--- config.mk ---
export PLATFORM = sky130hd
export DESIGN_NAME = pwm_led_array
export DESIGN_NICKNAME = d
export VERILOG_FILES = /design/src/rtl/pwm_led_array.sv
export SDC_FILE = /design/constraint.sdc
export NUM_CORES = 1
export LEC_CHECK = 0
export BUFFER_PORTS_ARGS = -buffer_cell sky130_fd_sc_hd__buf_2
export CORE_MARGIN = 5
export CORE_UTILIZATION = 35
export CTS_CLUSTER_SIZE = 20
export DETAILED_ROUTE_END_ITERATION = 7
export SKIP_LAST_GASP = 1
export SYNTH_ARGS = -nofsm -noshare
export SYNTH_HDL_FRONTEND = slang
export SYNTH_SLANG_ARGS = --single-unit
--- constraint.sdc ---
create_clock -name clk -period 2.9 [get_ports clk]
set_input_delay 0.145 -clock clk [delete_from_list [all_inputs] [get_ports clk]]
set_output_delay 0.145 -clock clk [all_outputs]
set_load 0.01 [all_outputs]
--- src/rtl/pwm_led_array.sv ---
// Multi-channel PWM LED driver.
// One shared period counter (optionally prescaled) feeds CHANNELS comparators.
// Each channel has a double-buffered {mode, duty} register. Writes land in the
// shadow copy, and the active copy is updated only when the counter wraps.
// A channel is either static (its duty is the shadow value) or breathing
// (its duty ramps 0..max..0 by one step per period and holds for one period
// at each end).
//
// Ports
//   clk        system clock, rising edge
//   rst        synchronous reset, active low
//   duty_in    duty value to write
//   ch_sel     channel addressed by a write; values >= CHANNELS are ignored
//   mode_in    mode to write (0 static, 1 breathe)
//   load       one-cycle write strobe into shadow[ch_sel]
//   leds       registered PWM outputs, one cycle behind the counter
//   period_tk  one-cycle pulse that starts on the edge where the counter wraps
module pwm_led_array #(
  parameter int unsigned CHANNELS = 8,
  parameter int unsigned WIDTH    = 6,
  parameter int unsigned PRESCALE = 1,
  localparam int unsigned SEL_W   = (CHANNELS > 1) ? $clog2(CHANNELS) : 1
) (
  input  logic                clk,
  input  logic                rst,
  input  logic [WIDTH-1:0]    duty_in,
  input  logic [SEL_W-1:0]    ch_sel,
  input  logic                mode_in,
  input  logic                load,
  output logic [CHANNELS-1:0] leds,
  output logic                period_tk
);

  localparam int unsigned PRE_W = (PRESCALE > 1) ? $clog2(PRESCALE) : 1;
  localparam logic [PRE_W-1:0] PRE_LAST = PRE_W'(PRESCALE - 1);
  localparam logic [WIDTH-1:0] DUTY_MAX = '1;

  logic [PRE_W-1:0]    pre_q, pre_d;
  logic [WIDTH-1:0]    cnt_q, cnt_d;
  logic [WIDTH-1:0]    shadow_duty_q [CHANNELS];
  logic [WIDTH-1:0]    shadow_duty_d [CHANNELS];
  logic [WIDTH-1:0]    active_duty_q [CHANNELS];
  logic [WIDTH-1:0]    active_duty_d [CHANNELS];
  logic [CHANNELS-1:0] shadow_mode_q, shadow_mode_d;
  logic [CHANNELS-1:0] active_mode_q, active_mode_d;
  logic [CHANNELS-1:0] dir_down_q, dir_down_d;
  logic [CHANNELS-1:0] leds_d;
  logic                period_tk_d;

  logic step_c;
  logic wrap_c;

  // Counter advance strobe and end-of-period detect.
  assign step_c = (pre_q == PRE_LAST);
  assign wrap_c = step_c && (cnt_q == DUTY_MAX);

  // Next-state and output logic.
  always_comb begin
    pre_d         = step_c ? '0 : pre_q + PRE_W'(1);
    cnt_d         = step_c ? cnt_q + WIDTH'(1) : cnt_q;
    shadow_mode_d = shadow_mode_q;
    active_mode_d = active_mode_q;
    dir_down_d    = dir_down_q;
    period_tk_d   = wrap_c;
    leds_d        = '0;

    for (int unsigned i = 0; i < CHANNELS; i++) begin
      shadow_duty_d[i] = shadow_duty_q[i];
      active_duty_d[i] = active_duty_q[i];

      // Out-of-range ch_sel never matches any channel index.
      if (load && (ch_sel == SEL_W'(i))) begin
        shadow_duty_d[i] = duty_in;
        shadow_mode_d[i] = mode_in;
      end

      // Commit uses the pre-edge shadow, so a load on the wrap edge waits a period.
      if (wrap_c) begin
        active_mode_d[i] = shadow_mode_q[i];
        if (!shadow_mode_q[i]) begin
          active_duty_d[i] = shadow_duty_q[i];
          dir_down_d[i]    = 1'b0;
        end else if (!active_mode_q[i] || !dir_down_q[i]) begin
          // Ramping up (a fresh switch from static always starts upward).
          if (active_duty_q[i] == DUTY_MAX) begin
            dir_down_d[i] = 1'b1;
          end else begin
            active_duty_d[i] = active_duty_q[i] + WIDTH'(1);
            dir_down_d[i]    = 1'b0;
          end
        end else begin
          if (active_duty_q[i] == '0) begin
            dir_down_d[i] = 1'b0;
          end else begin
            active_duty_d[i] = active_duty_q[i] - WIDTH'(1);
          end
        end
      end

      // All-ones duty is fully on; otherwise high while cnt < duty.
      leds_d[i] = (active_duty_q[i] == DUTY_MAX) || (cnt_q < active_duty_q[i]);
    end
  end

  // State and output registers.
  always_ff @(posedge clk) begin
    if (!rst) begin
      pre_q         <= '0;
      cnt_q         <= '0;
      shadow_mode_q <= '0;
      active_mode_q <= '0;
      dir_down_q    <= '0;
      leds          <= '0;
      period_tk     <= 1'b0;
      for (int unsigned i = 0; i < CHANNELS; i++) begin
        shadow_duty_q[i] <= '0;
        active_duty_q[i] <= '0;
      end
    end else begin
      pre_q         <= pre_d;
      cnt_q         <= cnt_d;
      shadow_mode_q <= shadow_mode_d;
      active_mode_q <= active_mode_d;
      dir_down_q    <= dir_down_d;
      leds          <= leds_d;
      period_tk     <= period_tk_d;
      for (int unsigned i = 0; i < CHANNELS; i++) begin
        shadow_duty_q[i] <= shadow_duty_d[i];
        active_duty_q[i] <= active_duty_d[i];
      end
    end
  end

endmodule
; ---- After elaboration in Yosys (flattened, before gate mapping)
; Memory sizes are Yosys's and may differ from the RTL's.
; Index checks and enable logic that the tools add are counted.
; Widths: inputs -> output; s select.
[classes]
n_bitwise = 17
eq_ne = 24
reduce_logical = 59
n_addsub = 18
n_lt_le_gt_ge = 8
n_mux = 98
[op_table]
columns = cell, count
row1 = $mux 6, 64
row2 = $add 6x1->6 const B, 9
row3 = $eq 6x6->1 const B, 9
row4 = $logic_not 6->1, 8
row5 = $lt 6x6->1, 8
row6 = $sub 6x1->6 const B, 8
row7 = $mux 1, 34
row8 = $ne 3x1->1 const B, 8
row9 = $reduce_and 2->1, 9
row10 = $logic_not 1->1, 16
row11 = $logic_or 1x1->1, 16
row12 = $or 1x1->1, 16
row13 = $eq 3x3->1 const B, 4
row14 = $logic_and 1x1->1, 9
row15 = $eq 3x2->1 const B, 2
row16 = $eq 3x1->1 const B, 1
row17 = $logic_not 3->1, 1
row18 = $add 1x1->1 const B, 1
row19 = $not 1->1, 1
[totals]
n_memories = 2
input_bits = 13
ramBits = 96
elab_cells = 247
out_inout_bits = 9
regBits = 40
[memory_table]
columns = memory, depth, width, rd, rd_clocked_by_memory_dff, wr, line
row1 = active_duty_q, 8, 6, 8, 0, 8, 42  ; logic [WIDTH-1:0] active_duty_q [CHANNELS];
row2 = shadow_duty_q, 8, 6, 8, 0, 8, 40  ; logic [WIDTH-1:0] shadow_duty_q [CHANNELS];

; ---- Depth between registers and ports, before layout
[logic_depth]
word_depth = 6
ltp_mapped = 9

; ---- Worst setup path after synthesis
; Ideal clock, no wire load.
[synth_timing]
kind = flip-flop to flip-flop
startpoint = register dir_down_q[2]
endpoint = memory active_duty_q[2][2], in the netlist active_duty_q[0][14]
stages_incl_launch_ff = 9
path_slack_ps = 741
path_buffers = 0
t_required_ps = 2781
arrival_ps = 2041
synth_period_minus_slack_ps = 2159
setup_time_ps = 119
cell_sequence = dfxtp_1 nand2_1 xnor2_1 ha_1 nor4bb_1 a21oi_1 or3_1 o22a_1 o221a_2
[synth_rtl]
columns = item, line
row1 = start: declaration, 46  ; logic [CHANNELS-1:0] dir_down_q, dir_down_d;
row2 = start signal: assignment, 124  ; dir_down_q <= dir_down_d;
row3 = end: declaration, 42

==> impl_metrics.json <==
{
  "avgSynthCellArea_um2": 8.167,
  "ios": 22,
  "final_core_util_pct": 39.13,
  "drive_above_1_share_pct": 9.970,
  "post-synth-top-count-cell": "dfxtp_1",
  "syn_area_um2": 8282,
  "start_util_pct": 35.39,
  "cts-root-buf": "clkbuf_16",
  "path_clk_slew_ns": 0.06,
  "ctsLongestPathBuffers": 2,
  "ant_nets": 0,
  "relSlewSlack_pct": 40.93,
  "clk_latency_ns": 0.42,
  "hold_buffers": 0,
  "dr.pass1.iters": 5,
  "worstMarginPinSlew_ns": 0.8812,
  "maxCapViolations": 0,
  "hold_depth": 3,
  "gp_congestion": 0.8718,
  "cts.sinks": 136,
  "finalHoldViolCount": 0,
  "fin_ws_ns": 0.5129,
  "nFillCells": 2424,
  "synth_edf_count": 0,
  "die_y_um": 163.8,
  "crit_required_ns": 3.21,
  "grt_remaining_overflow": 0,
  "rows": 56,
  "clock.fmax_ghz": 0.4189,
  "cp.arrival_ns": 2.69,
  "min_period_ns": 2.387,
  "routed_wl_mm": 21.25,
  "status": "completed",
  "finalSetupViolCount": 0,
  "drt_iter0_drc": 414,
  "syn_to_final_growth_pct": 10.56,
  "p_total_mw": 4.276,
  "worstReg2RegEnd": "active_duty_q[0][16]$_SDFFE_PN0P_",
  "preCtsSetupSlack_ns": 0.5383,
  "viasPerCell": 5.426,
  "finalSetupTns_ns": 0,
  "grt_max_degree": 44,
  "cts_made_buffers": 17,
  "synth_cell_type_count": 77,
  "numPortBuffers": 21,
  "startpoint_type": "register",
  "core_area_um2": 23400,
  "cts_resized": 0,
  "cts_tree": "yes",
  "vdd_ir_drop_max_mv": 0.3829,
  "ys_ff_latch": 136,
  "grt_pass1_vias": 6637,
  "routedWlPerCell_um": 16.05,
  "synthTopCellsByCount": "dfxtp_1, nand2_1, a21oi_1",
  "p_per_area_nw_per_um2": 467.1,
  "cts_setup_buffers": 0,
  "finalMaxSlewViolations": 0,
  "grt_usage_pct": 16.11,
  "finalCritPeriodShare_pct": 82.31,
  "rsz0062_at_grt": "false",
  "via_count": 7184,
  "dieArea_um2": 26840,
  "grt_pass1_wl_mm": 34.87,
  "synth_top_area_share_pct": 32.88,
  "htreeDepth": 4,
  "cp_max_fo": 8,
  "synth_warnings": 0,
  "dp_hpwl_mm": 13.69,
  "synth_top_cell_by_area": "dfxtp_1",
  "min_from": "mode_in",
  "reg2reg_depth": 8,
  "p_leak_nw": 3.227,
  "path_class": "reg2reg",
  "finClkSkew_ns": 0.005080,
  "r2r_slack_ns": 0.51,
  "place_area_um2": 8587,
  "async_reset_ff_share_pct": 0,
  "synth_flop_cell": "dfxtp_1",
  "hold_class": "in2reg",
  "design_area_um2": 9156,
  "end_kind": "register",
  "synth_nets": 1076,
  "worstReg2RegStart": "dir_down_q[2]$_SDFFE_PN0P_",
  "drc": 0,
  "ys_top_cells_by_area": "dfxtp_1, mux2i_1, ha_1, a21oi_1, nand2_1",
  "die_w_um": 163.8,
  "yosysSeqAreaShare_pct": 32.88,
  "antenna_found_initial": 1,
  "final_nets": 1055,
  "hold_end": "shadow_mode_q[7]$_SDFFE_PN0P_",
  "netlist_instances": 1014
}
[cell families after synthesis]
group,after synthesis,share of synthesized area (%)
AO/OA/AOI/OAI,247,19.63
XOR/XNOR,13,1.375
adder cells (fa/ha/maj),49,7.403
buffers and inverters,124,6.406
flip-flops,136,32.88
multiplexers,73,8.959
other,1,0.04528
AND/OR/NAND/NOR,371,23.31
[per-layer routing]
metal  share of wire [%]  global-route usage [%]  up-vias
met1                  50                   22.58     3404
met3                 2.9                   3.137       15
met5                   0                       0        -
li1                    -                       -     3660
met4                 1.1                   3.546        0
met2                  46                   25.78      105
[cells in the final DEF (no fill, tap or decap), drive strengths merged, types with 6 or more instances in the layout]
cell      n
xnor2    11
a31oi    16
o211ai    9
buf      38
or4       8
or3       7
o22ai     7
nor3     31
a21o     13
nand2b   18
inv      44
nand4    17
o21ai    32
o221a     6
dfxtp   136
mux2i    64
nand2   119
nor4      9
ha       49
mux2      9
nor3b    11
nand3    30
a21oi    90
clkbuf   26
nor2b     6
and4     12
a211oi   15
and3      6
o221ai   10
nor2     68
[area by class of cell]
| class | instances | area [um2] | share of cell area, % |
|---|---|---|---|
| diodes | 2 | 5.005 | 0.05466 |
| clock buffers | 26 | 499.2 | 5.452 |
| clock inverters | 3 | 65.06 | 0.7106 |
| inverters | 46 | 173.9 | 1.899 |
| multi-input cells | 754 | 5034 | 54.97 |
| flip-flops and latches | 136 | 2723 | 29.73 |
| well taps | 319 | 399.1 | 4.359 |
| repair buffers | 38 | 257.7 | 2.815 |
[through the flow]
stage / hold slack [ns] / cells
4_1_cts: 0.09478 / 1322
2_1_floorplan: 0.4315 / 1014
3_3_place_gp: 0.4412 / 1293
5_1_grt: 0.09057 / 1323
6_report: 0.1037 / 1324
3_5_place_dp: 0.4471 / 1293
[flip-flops by register name (all words and copies together) (netlist names)]
signal         count
period_tk          1
cnt_q              6
shadow_duty_q     48
leds               8
pre_q              1
dir_down_q         8
shadow_mode_q      8
active_duty_q     48
active_mode_q      8
[critical path: stages, from the launching register on]
cell and delay, ns:
dfxtp_1 0.44, nand2_1 0.22, xnor2_1 0.18, ha_1 0.23, nor4bb_1 0.35, nand3_1 0.12
a211oi_1 0.32, mux2i_1 0.12, a311o_1 0.31
[worst max-delay path by stage]
stage                               start                                 to  slack [ns]  depth (start not counted)
2_1_floorplan  dir_down_q[2]$_SDFFE_PN0P_  active_duty_q[0][14]$_SDFFE_PN0P_        0.74                          8
3_3_place_gp   dir_down_q[2]$_SDFFE_PN0P_  active_duty_q[0][16]$_SDFFE_PN0P_        0.53                          8
3_5_place_dp   dir_down_q[2]$_SDFFE_PN0P_  active_duty_q[0][16]$_SDFFE_PN0P_        0.54                          8
4_1_cts        dir_down_q[2]$_SDFFE_PN0P_  active_duty_q[0][16]$_SDFFE_PN0P_        0.53                          8
5_1_grt        dir_down_q[2]$_SDFFE_PN0P_  active_duty_q[0][16]$_SDFFE_PN0P_        0.25                          8
6_report       dir_down_q[2]$_SDFFE_PN0P_  active_duty_q[0][16]$_SDFFE_PN0P_        0.51                          8
[where the power goes]
part	leakage (nW)	switching, mW	internal, mW	total [mW]
sequential	1.10	0.0200	1.90	1.92
combinational	1.85	0.142	0.0815	0.223
clock	0.276	0.794	1.34	2.14
(Power assumes the default switching activity.)
